File: src/rtl/spi_bus_monitor_pkg.sv
// Shared opcodes, FSM encodings and frame geometry for the SPI bus monitor.
package spi_monitor_pkg;

    localparam logic [7:0] OP_NOP   = 8'h00;
    localparam logic [7:0] OP_WRITE = 8'h01;
    localparam logic [7:0] OP_SET   = 8'h02;
    localparam logic [7:0] OP_CLEAR = 8'h03;

    typedef logic [1:0] state_t;

    localparam state_t ST_IDLE    = 2'd0;
    localparam state_t ST_CMD     = 2'd1;
    localparam state_t ST_PAYLOAD = 2'd2;
    localparam state_t ST_DRAIN   = 2'd3;

    // Snapshot rounded up to whole bytes, plus one trailing sequence byte.
    function automatic int resp_width(input int a, input int d, input int o);
        return ((a + d + o + 7) / 8) * 8 + 8;
    endfunction

endpackage

File: src/rtl/spi_bus_monitor_sync.sv
// Two-flop synchroniser for one asynchronous SPI pin, with level and edge outputs.
module spi_sync_edge (
    input  logic clk_i,
    input  logic rst_ni,
    input  logic async_i,
    output logic level_o,
    output logic rise_o,
    output logic fall_o
);

    logic [2:0] sync_q;

    // Stage 2 is the synchronised level; stage 3 only exists for edge detection.
    always_ff @(posedge clk_i or negedge rst_ni) begin
        if (!rst_ni) begin
            sync_q <= 3'b000;
        end else begin
            sync_q <= {sync_q[1:0], async_i};
        end
    end

    assign level_o = sync_q[1];
    assign rise_o  = sync_q[1] & ~sync_q[2];
    assign fall_o  = ~sync_q[1] & sync_q[2];

endmodule

File: src/rtl/spi_bus_monitor.sv
// SPI slave that streams a frame-start snapshot of the CPU buses and accepts
// a command/payload pair that edits the INPUT_SIGNAL control bits.
module spi_bus_monitor
    import spi_monitor_pkg::*;
#(
    parameter int                    ADDR_WIDTH = 24,
    parameter int                    DATA_WIDTH = 16,
    parameter int                    OSIG_WIDTH = 4,
    parameter int                    ISIG_WIDTH = 4,
    parameter logic [ISIG_WIDTH-1:0] ISIG_INIT  = '0
) (
    input  logic                  MCLK_IN,
    input  logic                  RESET_N_IN,
    input  logic                  SPICLK_IN,
    input  logic                  SPISI_IN,
    input  logic                  SPISS_IN,
    input  logic [ADDR_WIDTH-1:0] ADDR_IN,
    input  logic [DATA_WIDTH-1:0] DATA_IN,
    input  logic [OSIG_WIDTH-1:0] OUTPUT_SIGNAL_IN,
    output logic [ISIG_WIDTH-1:0] INPUT_SIGNAL,
    output logic                  SPISO,
    output logic                  SPISO_OE,
    output logic                  FRAME_DONE
);

    localparam int RESP_W = resp_width(ADDR_WIDTH, DATA_WIDTH, OSIG_WIDTH);
    localparam int SNAP_W = RESP_W - 8;
    localparam int RAW_W  = ADDR_WIDTH + DATA_WIDTH + OSIG_WIDTH;
    localparam int CNT_W  = $clog2(RESP_W + 1);

    localparam logic [CNT_W-1:0] CNT_MAX      = CNT_W'(RESP_W);
    localparam logic [CNT_W-1:0] CNT_CMD_LAST = CNT_W'(7);
    localparam logic [CNT_W-1:0] CNT_PAY_LAST = CNT_W'(15);
    localparam logic [CNT_W-1:0] CNT_ONE_BYTE = CNT_W'(8);

    logic sclkLevel, sclkRise, sclkFall;
    logic siLevel, siRise, siFall;
    logic ssLevel, ssRise, ssFall;

    spi_sync_edge u_sync_sclk (
        .clk_i  (MCLK_IN),
        .rst_ni (RESET_N_IN),
        .async_i(SPICLK_IN),
        .level_o(sclkLevel),
        .rise_o (sclkRise),
        .fall_o (sclkFall)
    );

    spi_sync_edge u_sync_si (
        .clk_i  (MCLK_IN),
        .rst_ni (RESET_N_IN),
        .async_i(SPISI_IN),
        .level_o(siLevel),
        .rise_o (siRise),
        .fall_o (siFall)
    );

    spi_sync_edge u_sync_ss (
        .clk_i  (MCLK_IN),
        .rst_ni (RESET_N_IN),
        .async_i(SPISS_IN),
        .level_o(ssLevel),
        .rise_o (ssRise),
        .fall_o (ssFall)
    );

    state_t                  state_q, state_d;
    logic [RESP_W-1:0]       tx_q, tx_d;
    logic [7:0]              rx_q, rx_d;
    logic [CNT_W-1:0]        cnt_q, cnt_d;
    logic [7:0]              cmd_q, cmd_d;
    logic [7:0]              seq_q, seq_d;
    logic                    oe_q, oe_d;
    logic                    done_q, done_d;
    logic                    pend_q, pend_d;
    logic [ISIG_WIDTH-1:0]   payload_q, payload_d;
    logic [ISIG_WIDTH-1:0]   isig_q, isig_d;

    logic [RAW_W-1:0]        snapRaw;
    logic [RESP_W-1:0]       respWord;
    logic [7:0]              rxByte;

    assign snapRaw  = {OUTPUT_SIGNAL_IN, DATA_IN, ADDR_IN};
    assign respWord = {seq_q, SNAP_W'(snapRaw)};
    assign rxByte   = {siLevel, rx_q[7:1]};

    always_comb begin
        state_d   = state_q;
        tx_d      = tx_q;
        rx_d      = rx_q;
        cnt_d     = cnt_q;
        cmd_d     = cmd_q;
        seq_d     = seq_q;
        oe_d      = oe_q;
        done_d    = 1'b0;
        pend_d    = 1'b0;
        payload_d = payload_q;
        isig_d    = isig_q;

        // The payload captured on the previous cycle lands here, one MCLK after the 16th rise.
        if (pend_q) begin
            case (cmd_q)
                OP_WRITE: isig_d = payload_q;
                OP_SET:   isig_d = isig_q | payload_q;
                OP_CLEAR: isig_d = isig_q & ~payload_q;
                default:  isig_d = isig_q;
            endcase
        end

        if (state_q == ST_IDLE) begin
            if (ssFall) begin
                state_d = ST_CMD;
                tx_d    = respWord;
                oe_d    = 1'b1;
                cnt_d   = '0;
                rx_d    = '0;
            end
        end else if (ssRise) begin
            state_d = ST_IDLE;
            oe_d    = 1'b0;
            tx_d    = '0;
            if (cnt_q >= CNT_ONE_BYTE) begin
                done_d = 1'b1;
                seq_d  = seq_q + 8'd1;
            end
        end else begin
            if (sclkRise) begin
                rx_d = rxByte;
                if (cnt_q != CNT_MAX) begin
                    cnt_d = cnt_q + 1'b1;
                end
                if (state_q == ST_CMD && cnt_q == CNT_CMD_LAST) begin
                    cmd_d = rxByte;
                    if (rxByte == OP_WRITE || rxByte == OP_SET || rxByte == OP_CLEAR) begin
                        state_d = ST_PAYLOAD;
                    end else begin
                        state_d = ST_DRAIN;
                    end
                end
                if (state_q == ST_PAYLOAD && cnt_q == CNT_PAY_LAST) begin
                    payload_d = rxByte[ISIG_WIDTH-1:0];
                    pend_d    = 1'b1;
                    state_d   = ST_DRAIN;
                end
            end
            // Zero fill means SPISO settles at 0 once the whole response is out.
            if (sclkFall) begin
                tx_d = tx_q >> 1;
            end
        end
    end

    always_ff @(posedge MCLK_IN or negedge RESET_N_IN) begin
        if (!RESET_N_IN) begin
            state_q   <= ST_IDLE;
            tx_q      <= '0;
            rx_q      <= '0;
            cnt_q     <= '0;
            cmd_q     <= OP_NOP;
            seq_q     <= '0;
            oe_q      <= 1'b0;
            done_q    <= 1'b0;
            pend_q    <= 1'b0;
            payload_q <= '0;
            isig_q    <= ISIG_INIT;
        end else begin
            state_q   <= state_d;
            tx_q      <= tx_d;
            rx_q      <= rx_d;
            cnt_q     <= cnt_d;
            cmd_q     <= cmd_d;
            seq_q     <= seq_d;
            oe_q      <= oe_d;
            done_q    <= done_d;
            pend_q    <= pend_d;
            payload_q <= payload_d;
            isig_q    <= isig_d;
        end
    end

    assign INPUT_SIGNAL = isig_q;
    assign SPISO        = tx_q[0];
    assign SPISO_OE     = oe_q;
    assign FRAME_DONE   = done_q;

    logic unused_sync;
    assign unused_sync = &{1'b0, sclkLevel, siRise, siFall, ssLevel, rx_q[0]};

endmodule

File: config.mk
export PLATFORM = sky130hd
export DESIGN_NAME = spi_bus_monitor
export DESIGN_NICKNAME = d
export VERILOG_FILES = /design/src/rtl/spi_bus_monitor_pkg.sv /design/src/rtl/spi_bus_monitor_sync.sv /design/src/rtl/spi_bus_monitor.sv
export SDC_FILE = /design/constraint.sdc
export NUM_CORES = 1
export LEC_CHECK = 0
export BUFFER_PORTS_ARGS = -buffer_cell sky130_fd_sc_hd__buf_4
export CELL_PAD_IN_SITES_DETAIL_PLACEMENT = 1
export CELL_PAD_IN_SITES_GLOBAL_PLACEMENT = 1
export CORE_ASPECT_RATIO = 1.75
export CORE_MARGIN = 8
export CORE_UTILIZATION = 45
export CTS_CLUSTER_DIAMETER = 200
export DETAILED_ROUTE_END_ITERATION = 6
export GPL_TIMING_DRIVEN = 0
export HOLD_SLACK_MARGIN = 0.06
export MAX_ROUTING_LAYER = met4
export PLACE_DENSITY_LB_ADDON = 0.25
export SYNTH_ARGS = -nofsm -noshare
export SYNTH_HDL_FRONTEND = slang
export SYNTH_SLANG_ARGS = --single-unit
File: constraint.sdc
create_clock -name MCLK_IN -period 2.16 [get_ports MCLK_IN]
set_input_delay 0.324 -clock MCLK_IN [delete_from_list [all_inputs] [get_ports MCLK_IN]]
set_output_delay 0.324 -clock MCLK_IN [all_outputs]
set_load 0.005 [all_outputs]
Yosys cells after proc, flatten, opt, wreduce, memory -nomap -nowiden. Index checks and enable logic that the tools add are counted.

Flip-flop bits (word level): 107. Output and inout bits: 7.

Reductions and logical operators: 21. Mux-type cells: 31. Equal/unequal tests: 13. Bitwise logic cells: 13. Add/subtract/negate cells: 2. $lt $le $gt $ge: 1.

Operators with widths (number): 56-bit two-way mux (4); 8-bit by 2-bit equality test with 1-bit output, second input constant (4); 8-bit two-way mux (4); 6-bit two-way mux (5); 8-bit by 1-bit equality test with 1-bit output, second input constant (2); 2-bit two-way mux (6); 4-bit one-hot mux with 3 select lines (1); 4-bit AND reduction (3); 1-bit two-way mux (11); 3-bit AND reduction (3); 3-bit nonzero test (3); 8-bit by 1-bit adder with 8-bit output, second input constant (1); 6-bit by 1-bit adder with 6-bit output, second input constant (1); 6-bit by 3-bit equality test with 1-bit output, second input constant (1); 6-bit by 4-bit equality test with 1-bit output, second input constant (1); 6-bit by 4-bit >= comparator with 1-bit output, second input constant (1); 6-bit != test, second input constant (1); 1-bit inverter (6); 2-bit AND reduction (3); 2-bit nonzero test (3); 1-bit AND (4); 4-bit AND (1); 4-bit inverter (1); 4-bit OR (1); 8 further kinds (10).

Longest topological paths before layout.
Word-level depth: 9. Mapped depth: 7. Mapped depth without buffers: 7.

Cells and area by module. A second synthesis with hierarchy kept.

Cells, all modules: 485. Area, all modules: 4921.0 µm².

Modules (own cells, without submodules): spi_bus_monitor (cells an instance 470, area each 4650.7 µm², times used 1); spi_sync_edge (cells an instance 5, area each 90.1 µm², times used 3).

Worst setup path before layout. Ideal clock, no wire load.

Path type: register to register. From: register state_q[1]. To: register cmd_q[0]. Setup time: 125 ps. Buffers on the path: 1. Cell stages (with the launch flop): 5. Arrival: 1641 ps. Path slack: 393 ps. Period minus slack after synthesis: 1767 ps. Path through: dfrtp_1 or3_1 or4_4 buf_6 mux2_4.

Cells in the longest elaborated chain, start to end: 3. Elaborated cells on any way between the ends: 5.

RTL lines: from (decl) (RTL line spi_bus_monitor.sv:67) `state_t state_q, state_d;`; from (signal assigned) (RTL line spi_bus_monitor.sv:167) `state_q <= state_d;`; 2-bit by 1-bit equality test with 1-bit output or 2-bit logical NOT (tied branches) (RTL line spi_bus_monitor.sv:132, spi_bus_monitor.sv:110); 1-bit logical AND or 1-bit inverter (tied branches); 4-bit AND reduction (no source line) *; to (signal assigned) (RTL line spi_bus_monitor.sv:171) `cmd_q <= cmd_d;`; to (decl) (RTL line spi_bus_monitor.sv:71) `logic [7:0] cmd_q, cmd_d;`.

Every way passes the cells marked *; elsewhere a longest branch is shown, timed or not. A chain may end at the register's enable or synchronous reset.

Worst setup path in the final report.
From: register u_sync_ss.sync_q[1]. To: register tx_q[42].

Cells in the longest elaborated chain, start to end: 4. Elaborated cells on any way between the ends: 8.

RTL lines: from (decl) (RTL line spi_bus_monitor_sync.sv:11) `logic [2:0] sync_q;`; from (signal assigned) (RTL line spi_bus_monitor_sync.sv:18) `sync_q <= {sync_q[1:0], async_i};`; 1-bit inverter (RTL line spi_bus_monitor_sync.sv:24) `assign fall_o = ~sync_q[1] & sync_q[2];`; 1-bit AND (RTL line spi_bus_monitor_sync.sv:24); 2-bit != test (no source line); 2-bit AND reduction (no source line); to (signal assigned) (RTL line spi_bus_monitor.sv:168) `tx_q <= tx_d;`; to (decl) (RTL line spi_bus_monitor.sv:68) `logic [RESP_W-1:0] tx_q, tx_d;`.

Parallel ways exist; a longest one is shown, timed or not.

==> metrics.csv <==
metric,value,unit
run status,"finished, final reports clean",
routability cong.,0.787,
Synth top cells by count,"106 x sky130_fd_sc_hd__dfrtp_1, 82 x sky130_fd_sc_hd__nand2_1, 72 x sky130_fd_sc_hd__o21ai_0, 51 x sky130_fd_sc_hd__a22oi_1, 22 x sky130_fd_sc_hd__clkbuf_1",
cell mode on critical path,sky130_fd_sc_hd__o21ai_0,
initial antenna violation count,0,
path type of the worst setup path,register to register,
largest clock skew in the final design,4.83,ps
net total in the final layout,551,
Power Internal,0.00413,W
Unique masters post-synth,40,
die area,13600,um2
"Buf+Inv Stages, Crit Path",2,
Via Count,3535,
synthesized area per cell,10.6,um2
type of origin of the critical path,register,
initial core utilization,45.9,%
top flip-flop cell by instance count after synthesis,sky130_fd_sc_hd__dfrtp_1,
"Clk pin slew, worst setup/hold paths",70,ps
total negative setup slack,0,ps
max-cap viol count,0,
fraction of layout cells with a size suffix above 1,21.9,%
Worst Setup Slack post-DPL,-199,ps
area share of the largest cell type after synthesis,58.6,%
leading cell types by total area after synthesis,"sky130_fd_sc_hd__dfrtp_1 59%, sky130_fd_sc_hd__a22oi_1 8.5%, sky130_fd_sc_hd__o21ai_0 8.0%",
power density relative to cell area,1120,nW/um2
combined area of all synthesized cells,4520,um2
initial detailed-routing violation count,88,
HPWL Detailed,8.04,mm
via density per instance,5.63,
all-layer global routing usage,17.5,%
share of the cycle needed by the critical path after routing,93.2,%
sink count of the clock tree,106,
capturing element type of the critical path,register,
# rows,48,
transition time of the tightest slew-check pin,683,ps
post-detailed-route count of antenna-violating nets,0,
total count of max-transition violations in the final report,0,
Reg power frac,45.6,%
required arrival time at the worst endpoint,2410,ps
aggregate routed wire length,11.1,mm
post-synthesis instance total,428,
x dimension of the die,91.8,um
detailed-routing iteration count for the pre-antenna-repair pass,4,
"reg-to-reg slack, setup",150,ps
critical-path cell list,nand2b_1 > o21ai_0 > a21oi_2 > buf_2 > clkbuf_2 > nand2_1 > o21ai_0,
I/O pins,56,
clock tree from TritonCTS,built,
part of the power in combinational logic,26.2,%
count of flip-flops with a built-in enable after synthesis,0,
per-cell routed wire length,17.6,um
Yosys warning total,0,
maximum number of pins on one net before global-route repair,107,
relative slew slack,54.1,%
clock buffer count from CTS,9,
count of state elements after synthesis,106,
highest-delay cell along the critical path,sky130_fd_sc_hd__dfrtp_1,
smallest hold slack,88.3,ps
switching power of the nets,0.00205,W
Top Family by Delay on Critical Path,compound AO/OA/AOI/OAI gates,
root cell of the clock tree,sky130_fd_sc_hd__clkbuf_16,
Yosys top cell by area,sky130_fd_sc_hd__dfrtp_1,
Final Hold Vio Count,0,
sequential fraction of the synthesis area,58.6,%
layout overhead on the synthesized area,21.8,%
leak pwr,2.50,nW
clock network latency to the later pin of the worst-skew pair,340,ps
nets in the synthesized netlist,480,
Port Buffers,55,
"crit path setup slack, layout",146,ps
largest voltage drop on the vdd net,679,uV
via count of the first global-routing pass,3883,
final critical delay including setup and external delays,2010,ps
Overflow after GRT,0,
DRC violations left,0,
Hold WC Path Type,input port to register,
wire length of the first global-routing pass,18.6,mm
max frequency,497,MHz
switching share of power,33.2,%
critical path arrival,2270,ps
antenna cell count,0,
deepest clock path buffer count,2,
Overall Power,0.00618,W
stage delay of the slowest cell on the critical path,450,ps
worst-path fanout max,10,
fraction of synthesis flops using an asynchronous set or reset pin,100,%
most common cell in the netlist,sky130_fd_sc_hd__dfrtp_1,
H-tree Lvls,3,
die span in y,149,um
setup violation total in the final timing report,0,
core outline area,9850,um2
Clock power frac,28.2,%
## sequential cells by signal, summed over array words and instances (netlist names)
register            flops
u_sync_si.sync_q        2
payload_q               4
cnt_q                   6
seq_q                   8
u_sync_ss.sync_q        3
pend_q                  1
SPISO_OE                1
FRAME_DONE              1
tx_q                   56
state_q                 2
cmd_q                   8
rx_q                    7
u_sync_sclk.sync_q      3
INPUT_SIGNAL            4
## cell usage in the layout (no fill, tap or decap), types with 2 or more instances in the layout
cell and instances:
sky130_fd_sc_hd__mux2_4 8, sky130_fd_sc_hd__xor2_1 2, sky130_fd_sc_hd__dfrtp_1 106, sky130_fd_sc_hd__mux2_2 5, sky130_fd_sc_hd__clkinv_2 2, sky130_fd_sc_hd__a22o_1 4, sky130_fd_sc_hd__nand2_1 82, sky130_fd_sc_hd__nor3_1 2
sky130_fd_sc_hd__buf_2 3, sky130_fd_sc_hd__clkbuf_16 9, sky130_fd_sc_hd__nand4_1 4, sky130_fd_sc_hd__clkbuf_2 10, sky130_fd_sc_hd__nor4b_4 2, sky130_fd_sc_hd__bufinv_16 2, sky130_fd_sc_hd__a21oi_1 5, sky130_fd_sc_hd__ha_1 3
sky130_fd_sc_hd__or3_1 2, sky130_fd_sc_hd__inv_1 6, sky130_fd_sc_hd__buf_4 57, sky130_fd_sc_hd__nor2_1 10, sky130_fd_sc_hd__xnor2_1 8, sky130_fd_sc_hd__nor4_1 3, sky130_fd_sc_hd__o21ai_0 72, sky130_fd_sc_hd__clkbuf_1 13
sky130_fd_sc_hd__a22oi_1 51, sky130_fd_sc_hd__and3_1 2, sky130_fd_sc_hd__buf_6 3, sky130_fd_sc_hd__nand3_1 6
## layer usage
layer | GRT usage (%) | vias up | share of wire (%)
met4 | 6.97 | 0 | 2.0
met3 | 2.93 | 15 | 2.0
li1 | - | 1665 | -
met2 | 32.5 | 47 | 57
met5 | - | - | 0
met1 | 17.7 | 1808 | 39
## layout make-up
class / instances / area [um2]
repair buffers: 60 / 477
fillers: 1088 / 4340
plain buffers: 28 / 136
multi-input cells: 288 / 1750
well taps: 125 / 156
inverters: 6 / 22.5
clock inverters: 5 / 78.8
flip-flops and latches: 106 / 2650
clock buffers: 10 / 239
## final timing paths
path / startpoint / to / cells after the start
worst min register to register: u_sync_ss.sync_q[0]$_DFF_PN0_ / u_sync_ss.sync_q[1]$_DFF_PN0_ / 0
worst max register to register: u_sync_ss.sync_q[1]$_DFF_PN0_ / tx_q[42]$_DFFE_PN0P_ / 7
worst min-delay path: SPICLK_IN / u_sync_sclk.sync_q[0]$_DFF_PN0_ / 1
min in group asynchronous: RESET_N_IN / cmd_q[6]$_DFFE_PN0P_ / 3
worst max-delay path: u_sync_ss.sync_q[1]$_DFF_PN0_ / tx_q[42]$_DFFE_PN0P_ / 7
max in group asynchronous: RESET_N_IN / INPUT_SIGNAL[2]$_DFFE_PN0P_ / 3
## metrics by stage
stage / area (um2) / utilization [%] / cells
floorplan: 4520 / - / 428
global placement: 5090 / 51.7 / 608
detailed placement: 5090 / 51.7 / 608
CTS: 5430 / 55.1 / 623
global route: 5510 / 55.9 / 628
finish: 5510 / 55.9 / 628
## worst register-to-register path: cells and delay by family (launching register included)
family | cells | cell delay (ps)
AOI/OAI and AO/OA | 3 | 580
buffers and inverters | 2 | 550
and+or+nand+nor | 2 | 340
DFF | 1 | 450
## power by group through the flow
stage / logic, W / clock network [W] / registers [W]
finish: 0.00162 / 0.00174 / 0.00282
detailed placement: 0.00160 / 0 / 0.00285
global route: 0.00185 / 0.00184 / 0.00289
floorplan: 0.00110 / 0 / 0.00274
CTS: 0.00164 / 0.00177 / 0.00282
global placement: 0.00152 / 0 / 0.00282
## logic make-up after synthesis
logic type | share of synthesized area [%]
simple gates | 12.7
compound gates | 18.6
mux | 4.12
xor+xnor | 1.94
fa+ha+maj | 0.830
buf+inv | 3.21
flops | 58.6
## what timing repair did
| action | in CTS | in global routing |
|---|---|---|
| hold endpoints to repair | 0 | 15 |
| hold buffers | 0 | 1 |
| gates resized for setup | 7 | 14 |
| buffers inserted | 0 | 3 |
| setup endpoints to repair | 60 | 58 |
| pin swaps | 0 | 1 |
(Power assumes the default switching activity.)
